## config.mk

```make
export PLATFORM = sky130hd
export DESIGN_NAME = des_key_schedule_flat
export DESIGN_NICKNAME = d
export VERILOG_FILES = /design/src/rtl/des_key_schedule_if.sv /design/src/rtl/des_key_schedule.sv /design/src/flat_wrapper.sv
export SDC_FILE = /design/constraint.sdc
export NUM_CORES = 1
export LEC_CHECK = 0
export BUFFER_PORTS_ARGS = -buffer_cell sky130_fd_sc_hd__buf_4
export CORE_ASPECT_RATIO = 0.5
export CORE_MARGIN = 5
export CORE_UTILIZATION = 55
export CTS_CLUSTER_SIZE = 14
export DETAILED_ROUTE_END_ITERATION = 8
export PLACE_DENSITY = 0.81
export SYNTH_ARGS = -nofsm -noshare
export SYNTH_HDL_FRONTEND = slang
export SYNTH_SLANG_ARGS = --single-unit
```

## constraint.sdc

```tcl
create_clock -name clk -period 2.6 [get_ports clk]
set_input_delay 0.52 -clock clk [delete_from_list [all_inputs] [get_ports clk]]
set_output_delay 0.52 -clock clk [all_outputs]
set_load 0.05 [all_outputs]
```

## src/rtl/des_key_schedule_if.sv

```systemverilog
// Key-in / subkey-out stream bundle for the iterative DES key scheduler.
// The slave side is the scheduler; the master side is the key producer plus round datapath.
interface des_key_schedule_if #(
  parameter int CD_W = 56,
  parameter int SK_W = 48
);
  logic            key_valid;
  logic            key_ready;
  logic [CD_W-1:0] cd_in;
  logic            decrypt;
  logic            subkey_valid;
  logic            subkey_ready;
  logic [SK_W-1:0] subkey;
  logic [3:0]      round_idx;
  logic            last;
  logic            busy;

  modport master (
    output key_valid, cd_in, decrypt, subkey_ready,
    input  key_ready, subkey_valid, subkey, round_idx, last, busy
  );

  modport slave (
    input  key_valid, cd_in, decrypt, subkey_ready,
    output key_ready, subkey_valid, subkey, round_idx, last, busy
  );
endinterface

```

## src/rtl/des_key_schedule.sv

```systemverilog
// Iterative DES key schedule: takes PC-1 output (C0||D0), emits K1..K16 (or K16..K1)
// one per handshake, with PC-2 applied to the next C/D so the subkey is always registered.
module des_key_schedule #(
  parameter int NUM_ROUNDS = 16,
  parameter int CD_W       = 56,
  parameter int SK_W       = 48
) (
  input logic               clk,
  input logic               rst,
  des_key_schedule_if.slave kif
);
  localparam int HW = CD_W / 2;

  // PC-2 source positions, 1-based on C||D with position 1 at the MSB
  localparam int unsigned PC2 [SK_W] = '{
    14, 17, 11, 24,  1,  5,  3, 28, 15,  6, 21, 10,
    23, 19, 12,  4, 26,  8, 16,  7, 27, 20, 13,  2,
    41, 52, 31, 37, 47, 55, 30, 40, 51, 45, 33, 48,
    44, 49, 39, 56, 34, 53, 46, 42, 50, 36, 29, 32
  };

  typedef enum logic {IDLE, RUN} state_t;

  state_t          state, state_nxt;
  logic [HW-1:0]   c_q, d_q, c_nxt, d_nxt;
  logic [CD_W-1:0] cd_nxt;
  logic [SK_W-1:0] sk_q, sk_d;
  logic [3:0]      idx_q, idx_nxt;
  logic [4:0]      rnd;
  logic [1:0]      sh;
  logic            dec_q, dec_nxt, upd, key_rdy, last_w;

  // Per-round left-shift count, rounds 1..16
  function automatic logic [1:0] shamt(input logic [4:0] r);
    case (r)
      5'd1, 5'd2, 5'd9, 5'd16: shamt = 2'd1;
      default:                 shamt = 2'd2;
    endcase
  endfunction

  function automatic logic [HW-1:0] rotl(input logic [HW-1:0] x, input logic [1:0] s);
    rotl = (s == 2'd2) ? {x[HW-3:0], x[HW-1:HW-2]} : {x[HW-2:0], x[HW-1]};
  endfunction

  function automatic logic [HW-1:0] rotr(input logic [HW-1:0] x, input logic [1:0] s);
    rotr = (s == 2'd2) ? {x[1:0], x[HW-1:2]} : {x[0], x[HW-1:1]};
  endfunction

  assign key_rdy = (state == IDLE) && !rst;
  assign last_w  = (state == RUN) && (idx_q == 4'(NUM_ROUNDS - 1));
  assign cd_nxt  = {c_nxt, d_nxt};

  for (genvar j = 0; j < SK_W; j++) begin : g_pc2
    assign sk_d[SK_W-1-j] = cd_nxt[CD_W - PC2[j]];
  end

  always_comb begin
    state_nxt = state;
    idx_nxt   = idx_q;
    dec_nxt   = dec_q;
    c_nxt     = c_q;
    d_nxt     = d_q;
    upd       = 1'b0;
    rnd       = 5'd0;
    sh        = 2'd1;
    case (state)
      IDLE: begin
        if (kif.key_valid && key_rdy) begin
          state_nxt = RUN;
          idx_nxt   = 4'd0;
          dec_nxt   = kif.decrypt;
          upd       = 1'b1;
          // decrypt starts from C16/D16, which equal C0/D0 after the full 28-bit rotation
          if (kif.decrypt) begin
            c_nxt = kif.cd_in[CD_W-1:HW];
            d_nxt = kif.cd_in[HW-1:0];
          end else begin
            c_nxt = rotl(kif.cd_in[CD_W-1:HW], 2'd1);
            d_nxt = rotl(kif.cd_in[HW-1:0], 2'd1);
          end
        end
      end
      RUN: begin
        if (kif.subkey_ready) begin
          if (last_w) begin
            state_nxt = IDLE;
            idx_nxt   = 4'd0;
          end else begin
            idx_nxt = idx_q + 4'd1;
            upd     = 1'b1;
            rnd     = dec_q ? (5'd16 - {1'b0, idx_q}) : ({1'b0, idx_q} + 5'd2);
            sh      = shamt(rnd);
            c_nxt   = dec_q ? rotr(c_q, sh) : rotl(c_q, sh);
            d_nxt   = dec_q ? rotr(d_q, sh) : rotl(d_q, sh);
          end
        end
      end
      default: state_nxt = IDLE;
    endcase
  end

  always_ff @(posedge clk or posedge rst) begin
    if (rst) begin
      state <= IDLE;
      c_q   <= '0;
      d_q   <= '0;
      sk_q  <= '0;
      idx_q <= '0;
      dec_q <= 1'b0;
    end else begin
      state <= state_nxt;
      idx_q <= idx_nxt;
      dec_q <= dec_nxt;
      if (upd) begin
        {c_q, d_q} <= cd_nxt;
        sk_q       <= sk_d;
      end
    end
  end

  assign kif.key_ready    = key_rdy;
  assign kif.subkey_valid = (state == RUN);
  assign kif.subkey       = sk_q;
  assign kif.round_idx    = idx_q;
  assign kif.last         = last_w;
  assign kif.busy         = (state == RUN);
endmodule

```

## src/flat_wrapper.sv

```systemverilog
// flat-port wrapper written by rule: the top's interface ports become plain ports
module des_key_schedule_flat 
#(
  parameter int NUM_ROUNDS = 16,
  parameter int CD_W       = 56,
  parameter int SK_W       = 48
)
  (clk, rst, kif_key_valid, kif_cd_in, kif_decrypt, kif_subkey_ready, kif_key_ready, kif_subkey_valid, kif_subkey, kif_round_idx, kif_last, kif_busy);
  des_key_schedule_if #(.CD_W(CD_W), .SK_W(SK_W)) kif_i ();
  input logic clk;
  input logic rst;
  input wire logic [$bits(kif_i.key_valid)-1:0] kif_key_valid;
  input wire logic [$bits(kif_i.cd_in)-1:0] kif_cd_in;
  input wire logic [$bits(kif_i.decrypt)-1:0] kif_decrypt;
  input wire logic [$bits(kif_i.subkey_ready)-1:0] kif_subkey_ready;
  output wire logic [$bits(kif_i.key_ready)-1:0] kif_key_ready;
  output wire logic [$bits(kif_i.subkey_valid)-1:0] kif_subkey_valid;
  output wire logic [$bits(kif_i.subkey)-1:0] kif_subkey;
  output wire logic [$bits(kif_i.round_idx)-1:0] kif_round_idx;
  output wire logic [$bits(kif_i.last)-1:0] kif_last;
  output wire logic [$bits(kif_i.busy)-1:0] kif_busy;
  assign kif_i.key_valid = kif_key_valid;
  assign kif_i.cd_in = kif_cd_in;
  assign kif_i.decrypt = kif_decrypt;
  assign kif_i.subkey_ready = kif_subkey_ready;
  assign kif_key_ready = kif_i.key_ready;
  assign kif_subkey_valid = kif_i.subkey_valid;
  assign kif_subkey = kif_i.subkey;
  assign kif_round_idx = kif_i.round_idx;
  assign kif_last = kif_i.last;
  assign kif_busy = kif_i.busy;
  des_key_schedule #(.NUM_ROUNDS(NUM_ROUNDS), .CD_W(CD_W), .SK_W(SK_W)) u_core (.clk(clk), .rst(rst), .kif(kif_i));
endmodule
```

==> metrics.csv, run 1 <==
metric;value;unit
drv_slew;0;
worst-endpoint-arrival;2560;ps
core-area;9480;um^2
fin_setup_tns;0;ps
dpl.cell_count;710;
yosys.area.top_type;dfrtp_1;
grt_max_degree;60;
track_usage;0.219;
crit_fanout;56;
clock_skew;5.12;ps
crit_path_start;u_core.kif.round_idx[1];
crit_path_end_kind;register;
cts_htree_levels;3;
num_rows;25;
dr.pass1.iters;5;
slowest_stage;a221o_4;
dp_hpwl;8620;um
cp-endpoint;u_core.kif.subkey[0];
ys_warn_count;0;
grt_pass1_wl;21500;um
numCtsBuffers;9;
layout.area.seq;1550;um^2
clk_latency;320;ps
syn2layout_area_growth;16.5;%
routedWlPerCell;17.9;um
antenna_found_initial;0;
syn-cell-area;5360;um^2
async_reset_ff_frac;1.00;
antenna_cells;0;
grt_pass1_vias;4358;
synth_nets;605;
initial_utilization;0.566;
path_clk_slew;50;ps
timing.hold.ws;308;ps
hold_viol_final;0;
stdcell_area;6240;um^2
r2r_slack;210;ps
ys_seq_area_frac;0.289;
drive_above_1_share;0.376;
slew_headroom;0.321;
synth_area_leaders;dfrtp_1 29%, mux2_2 15%, mux2i_1 10%, mux2_1 8.4%, a22oi_1 7.8%;
synth_edf_count;0;
slowest_delay;870;ps
finalSetupViolCount;0;
clockBufferDepth;2;
max_freq;418;MHz
power.density;1220;nW/um^2
timing.rr.end;u_core.kif.subkey[0];
num_vias;4300;
status;finished, final reports clean;
required;2770;ps
drc;0;
viasPerCell;5.93;
cts_setup_buffers;0;
nNetsFinal;651;
fin_crit_sh;0.921;
die_height;79.8;um
tightest_slew;1020;ps
cts_tree;yes;
synthCells;540;
design.die.area;11900;um^2
gp_congestion;0.785;
synth_top_area_frac;0.289;
crit_chain;ha_1 > a31oi_1 > a221o_4 > mux2i_1 > o211ai_1;
ys.flop_type;dfrtp_1;
cellLeakagePower;2.64;nW
ctsResizeCount;0;
postRouteAntennaNets;0;
io_buffers;116;
dpl_cell_area;5970;um^2
avgSynthCellArea;9.93;um^2
fillers;785;
rsz0062_at_grt;no;
ys_ff_latch;62;
layout_min_cycle_time;2390;ps
num_io_pins;117;
mostFrequentLayoutCells;124 x buf_4, 73 x mux2_2, 64 x nand2_1, 62 x dfrtp_1;
r2r_start;u_core.kif.round_idx[1];
synth.distinct_cells;35;
clockRootBuffer;clkbuf_16;
start_kind;register;
cap_violations;0;
fin_cells;725;
multi_input_area;3220;um^2
ir_worst_vdd;1.22;mV
r2r_cells;5;
grt_overflow_total;0;
die_w;150;um
clkSinkCount;62;
ctsHoldBuffers;0;
drtIter0Drc;280;
wl;13000;um
hp-class;primary input to async pin;
final_common_cell;buf_4;
path_class;register to register;
[worst max-delay path, delay by kind of cell, from the launching register on]
family	cells	cell delay [ps]
AOI/OAI and AO/OA	3	1200
DFF	1	430
muxes	1	310
adders and majority gates	1	280
[cell families after synthesis]
kind of cell / count (synthesis) / share of synthesized area
AOI/OAI and AO/OA: 124 / 0.172
DFF: 62 / 0.289
and+or+nand+nor: 80 / 0.0658
adders and majority gates: 4 / 0.00934
muxes: 169 / 0.342
xor gates and xnor gates: 3 / 0.00490
buffers and inverters: 98 / 0.117
[registers in the layout, indices dropped and copies added, names as in the netlist]
name / cells
u_core.kif.subkey: 47
u_core.c_q: 5
u_core.d_q: 4
u_core.kif.round_idx: 4
u_core.dec_q: 1
u_core.kif.busy: 1
[power by group]
part | switching (mW) | internal, mW | total (mW)
Clock | 0.401 | 0.691 | 1.09
Sequential | 0.488 | 1.33 | 1.82
Combinational | 2.80 | 1.90 | 4.70
Total | 3.69 | 3.92 | 7.60
[final cells by class]
| type | count | share of cell area |
|---|---|---|
| Inverter | 5 | 0.00301 |
| Tap cell | 135 | 0.0271 |
| Sequential cell | 62 | 0.248 |
| Clock inverter | 1 | 0.000802 |
| Timing Repair Buffer | 128 | 0.162 |
| Multi-Input combinational cell | 380 | 0.516 |
| Clock buffer | 14 | 0.0423 |
[worst min-delay path by stage]
stage	depth (start not counted)	start	end
after floorplan	1	u_core.dec_q	u_core.dec_q
after global placement	1	u_core.dec_q	u_core.dec_q
after detailed placement	1	u_core.dec_q	u_core.dec_q
after CTS	2	rst	u_core.kif.subkey[6]
after global routing	2	rst	u_core.kif.subkey[18]
final	2	rst	u_core.kif.subkey[22]
[routing by layer]
metal | global-route usage | vias up | routed length, um
li1 | - | 2055 | -
met1 | 0.290 | 2135 | 5870
met2 | 0.377 | 103 | 6480
met3 | 0.0420 | 7 | 554
met4 | 0.0420 | 0 | 87
met5 | 0 | - | 0
[per-stage QoR]
stage | utilization | power [mW] | worst slack (ps)
floorplan | - | 5.76 | 140
global placement | 0.630 | 6.42 | 325
detailed placement | 0.630 | 6.51 | 243
CTS | 0.659 | 7.64 | 224
global route | 0.659 | 8.05 | 72.7
finish | 0.659 | 7.60 | 206
[cell usage after synthesis, types with 5 or more instances]
master    instances
mux2_2           73
nand2_1          64
dfrtp_1          62
a22oi_1          56
mux2i_1          56
o211ai_1         56
buf_4            52
mux2_1           40
clkbuf_1         17
buf_2            16
buf_6             6
inv_1             5
(Power assumes the default switching activity.)
==> run 2: changes to the inputs <==
REMOVE_ABC_BUFFERS = 1   (was default)
==> run 2 against run 1 <==
Against the previous run:
- non-clock buffer count unchanged
- fmax increased by 1.1%
- cell count unchanged
- critical endpoint is now u_core.c_q[14]
- total power increased by 1.6%
- clock power increased by 6%
- worst setup slack improved by 27 ps
- die area unchanged
- count of clock-buffer cells in the layout increased by 1
- hold slack got worse by 170 ps
- critical path depth increased by 3
- via count increased by 3.4%
==> metrics.csv, run 2 (synthesis results as in run 1) <==
metric;value;unit
status;finished, final reports clean;
initial_utilization;0.566;
rsz0062_at_grt;no;
r2r_slack;230;ps
required;2840;ps
clockBufferDepth;2;
drive_above_1_share;0.378;
hp-class;primary input to async pin;
p_int;3.99;mW
clkPwrFrac;0.151;
antenna_cells;0;
routedWlPerCell;18.4;um
drv_slew;0;
crit_chain;inv_1 > ha_1 > xnor2_1 > o22ai_1 > a311oi_4 > buf_12 > mux2_2 > o211ai_1;
worst-endpoint-arrival;2610;ps
cap_violations;0;
clock_skew;4.71;ps
nNetsFinal;651;
core-area;9480;um^2
slew_headroom;0.543;
hold_viol_final;0;
drc;0;
power.density;1230;nW/um^2
finalSetupViolCount;0;
cts_setup_buffers;0;
die_height;79.8;um
dr.pass1.iters;5;
fillers;780;
fin_crit_sh;0.911;
final_common_cell;buf_4;
layout_min_cycle_time;2370;ps
path_class;register to register;
drtIter0Drc;384;
cts_tree;yes;
design.die.area;11900;um^2
num_rows;25;
sw_frac_of_total;0.484;
p_sw;3.74;mW
mostFrequentLayoutCells;123 x buf_4, 73 x mux2_2, 64 x nand2_1, 62 x dfrtp_1;
track_usage;0.226;
crit_fanout;56;
grt_max_degree;60;
grt_pass1_wl;22000;um
gp_congestion;0.822;
fin_setup_tns;0;ps
max_freq;422;MHz
ir_worst_vdd;0.778;mV
dpl.cell_count;710;
crit_path_end_kind;register;
timing.rr.end;u_core.c_q[14];
start_kind;register;
clk_latency;330;ps
r2r_start;u_core.kif.round_idx[2];
numCtsBuffers;9;
clkSinkCount;62;
wl;13300;um
antenna_found_initial;0;
slowest_delay;480;ps
r2r_cells;8;
fin_cells;725;
num_io_pins;117;
seq_power_share;0.239;
cts_htree_levels;3;
ctsResizeCount;0;
num_vias;4448;
syn2layout_area_growth;17.0;%
comb_power_share;0.610;
ctsHoldBuffers;0;
io_buffers;116;
grt_overflow_total;0;
tightest_slew;685;ps
largest_reg_flops;47;
die_w;150;um
dp_hpwl;8940;um
clockRootBuffer;clkbuf_16;
grt_pass1_vias;4490;
path_clk_slew;50;ps
cellLeakagePower;2.65;nW
slowest_stage;dfrtp_1;
viasPerCell;6.14;
postRouteAntennaNets;0;
-- run 2: worst max-delay path, delay by kind of cell (launching register included) --
kind | cells | cell delay, ps
AOI/OAI and AO/OA | 3 | 560
DFF | 1 | 480
buffers and inverters | 2 | 450
muxes | 1 | 370
adders and majority gates | 1 | 230
xor gates and xnor gates | 1 | 160
-- run 2: area by class of cell --
| type | instances | area [um^2] | share of cell area |
|---|---|---|---|
| clock buffer | 15 | 288 | 0.0459 |
| inverter | 5 | 18.8 | 0.00299 |
| multi-input combinational | 380 | 3220 | 0.514 |
| sequential | 62 | 1550 | 0.247 |
| tap | 135 | 169 | 0.0269 |
| timing repair buffer | 128 | 1020 | 0.163 |
-- run 2: worst max path at each step --
stage,from,to
6_report,u_core.kif.round_idx[2],u_core.c_q[14]
5_1_grt,u_core.kif.round_idx[2],u_core.c_q[6]
4_1_cts,u_core.kif.round_idx[2],u_core.c_q[14]
3_5_place_dp,u_core.kif.round_idx[2],u_core.kif.subkey[46]
3_3_place_gp,u_core.kif.round_idx[2],u_core.kif.subkey[4]
2_1_floorplan,u_core.kif.round_idx[0],u_core.c_q[10]
-- run 2: power by group through the flow --
stage	Combinational (mW)	Clock (mW)	Sequential, mW
6_report	4.71	1.16	1.85
3_5_place_dp	4.71	0	1.85
2_1_floorplan	2.15	0	2.72
3_3_place_gp	4.63	0	1.83
4_1_cts	4.74	1.18	1.84
5_1_grt	5.01	1.23	1.91
-- run 2: per-layer routing --
metal,GRT usage,share of wire
met1,0.287,0.44
met2,0.390,0.50
met3,0.0613,0.049
met4,0.0493,0.0092
met5,0,0
-- run 2: metrics by stage --
| step | util | hold WS (ps) | setup WS [ps] | total power, mW | instance area, um^2 |
|---|---|---|---|---|---|
| final | 0.662 | 134 | 233 | 7.73 | 6270 |
| after floorplan | - | 486 | -4320 | 4.87 | 4750 |
| after CTS | 0.662 | 133 | 218 | 7.75 | 6270 |
| after detailed placement | 0.632 | 487 | 247 | 6.56 | 5990 |
| after global placement | 0.632 | 483 | 325 | 6.46 | 5990 |
| after global routing | 0.662 | 134 | 35.4 | 8.16 | 6270 |
==> run 3: changes to the inputs <==
ABC_AREA = 1   (was default)
PLACE_DENSITY = 0.8   (was 0.81)
==> run 3 against run 2 <==
Against the previous run:
- critical path depth rose by 3
- utilization fell by 2.0 points
- via count rose by 42%
- global-route usage rose by 3.8 points
- count of clock-buffer cells in the layout fell by 3
- non-clock buffer count rose by 6
- routed wire length rose by 28%
- synthesized cell count rose by 76%
- fmax rose by 1.0%
==> metrics.csv, run 3 <==
metric;value;unit
clock_skew;9.27;ps
initial_utilization;0.563;
cap_violations;0;
crit_fanout;56;
cp-endpoint;u_core.kif.subkey[21];
path_depth;11;
dp_hpwl;11100;um
grt_pass1_wl;27600;um
io_buffers;116;
largest_reg_flops;47;
fin_crit_sh;0.901;
numCtsBuffers;9;
drive_above_1_share;0.170;
path_clk_slew;60;ps
num_rows;26;
path_class;register to register;
fillers;965;
antenna_cells;0;
fin_setup_tns;0;ps
r2r_cells;11;
post-route-util;0.642;
cts_htree_levels;3;
hold_viol_final;0;
yosys.area.top_type;dfrtp_1;
die_height;82.3;um
synth_edf_count;0;
crit_path_end_kind;register;
timing.hold.ws;261;ps
stdcell_area;6560;um^2
clockBufferDepth;2;
num_vias;6306;
nNetsFinal;1043;
antenna_found_initial;0;
syn-cell-area;5750;um^2
finalSetupViolCount;0;
gp_congestion;0.856;
grt_pass1_vias;5642;
timing.rr.end;u_core.kif.subkey[21];
viasPerCell;5.63;
synth_area_leaders;dfrtp_1 27%, nand2_1 24%, nand3_1 15%, buf_4 6.8%, inv_1 5.8%;
routedWlPerCell;15.2;um
r2r_start;u_core.kif.round_idx[2];
critical_path.top_delay_family;simple AND/OR/NAND/NOR gates;
clkSinkCount;62;
num_io_pins;117;
slowest_stage;dfrtp_1;
path_buf_inv;2;
worst-endpoint-arrival;2610;ps
tightest_slew;631;ps
ys_seq_area_frac;0.270;
status;finished, final reports clean;
ys_ff_latch;62;
core-area;10200;um^2
start_kind;register;
postRouteAntennaNets;0;
synth_top_area_frac;0.270;
design.die.area;12700;um^2
r2r_slack;260;ps
m1WireLength;7990;um
clockRootBuffer;clkbuf_16;
grt_overflow_total;0;
ctsResizeCount;0;
syn2layout_area_growth;13.9;%
drc;0;
crit_chain;inv_1 > ha_1 > or2_2 > a21oi_1 > nand2_2 > buf_4 > nand3_1 > nand3_1 > nand2_1 > nand2_1 > nand3_1;
track_usage;0.264;
layout_min_cycle_time;2340;ps
grt_max_degree;113;
slew_headroom;0.579;
dpl_cell_area;6290;um^2
max_freq;427;MHz
ctsHoldBuffers;0;
timing.critical_path.mode_cell;nand3_1;
synth.distinct_cells;27;
yosysMostFrequentCell;nand2_1;
drv_slew;0;
required;2870;ps
crit_path_start;u_core.kif.round_idx[2];
hp-class;primary input to async pin;
ys_warn_count;0;
dr_wl_met3;1530;um
cts_setup_buffers;0;
cts_tree;yes;
drtIter0Drc;868;
synth_common_cells;362 x nand2_1, 169 x nand3_1, 89 x inv_1;
final_common_cell;nand2_1;
dr.pass1.iters;6;
rsz0062_at_grt;no;
routed-wl-met2;7290;um
clk_latency;340;ps
ys.flop_type;dfrtp_1;
routed.top_layer;met4;
avgSynthCellArea;6.05;um^2
slowest_delay;480;ps
async_reset_ff_frac;1.00;
synthCells;951;
die_w;155;um
wl;17100;um
mostFrequentLayoutCells;360 x nand2_1, 169 x nand3_1, 129 x buf_4, 87 x inv_1, 62 x dfrtp_1;
==> run 3: final cells by class <==
class,count,area [um^2],share of cell area
multi-input combinational,681,3180,0.484
sequential,62,1550,0.237
timing repair buffer,134,1060,0.162
inverter,90,338,0.0515
clock buffer,12,246,0.0376
tap,140,175,0.0267
clock inverter,2,10.0,0.00153
==> run 3: cell families after synthesis <==
family	after synthesis	synth area share
flops	62	0.270
buf+inv	208	0.182
simple gates	557	0.409
fa+ha+maj	4	0.00870
xor+xnor	1	0.00152
compound gates	119	0.130
==> run 3: worst min-delay path by stage <==
stage	to	slack [ps]	cells after the start
after floorplan	u_core.c_q[10]	470	2
after global placement	u_core.d_q[21]	480	2
after detailed placement	u_core.c_q[3]	480	2
after CTS	u_core.kif.busy	280	3
after global routing	u_core.kif.busy	290	3
final	u_core.kif.busy	260	3
==> run 3: per-layer routing <==
layer | global-route usage | up-vias
met5 | 0 | -
li1 | - | 3103
met2 | 0.411 | 339
met3 | 0.0567 | 27
met1 | 0.379 | 2837
met4 | 0.0590 | 0
==> run 3: through the flow <==
stage | cells | setup WS, ps
after global placement | 1107 | 339
after detailed placement | 1107 | 272
after global routing | 1121 | 80.9
final | 1121 | 257
after CTS | 1121 | 247
after floorplan | 833 | -1420
==> run 3: worst reg2reg max path, stage by stage (launching register included) <==
cell	delay, ps
dfrtp_1	480
inv_1	120
ha_1	280
or2_2	270
a21oi_1	160
nand2_2	80
buf_4	310
nand3_1	250
nand3_1	100
nand2_1	90
nand2_1	60
nand3_1	80
Power of run 3 is left out: the tool's default activity adds up to more than one toggle a clock period on the data nets, which glitch-free logic cannot reach.
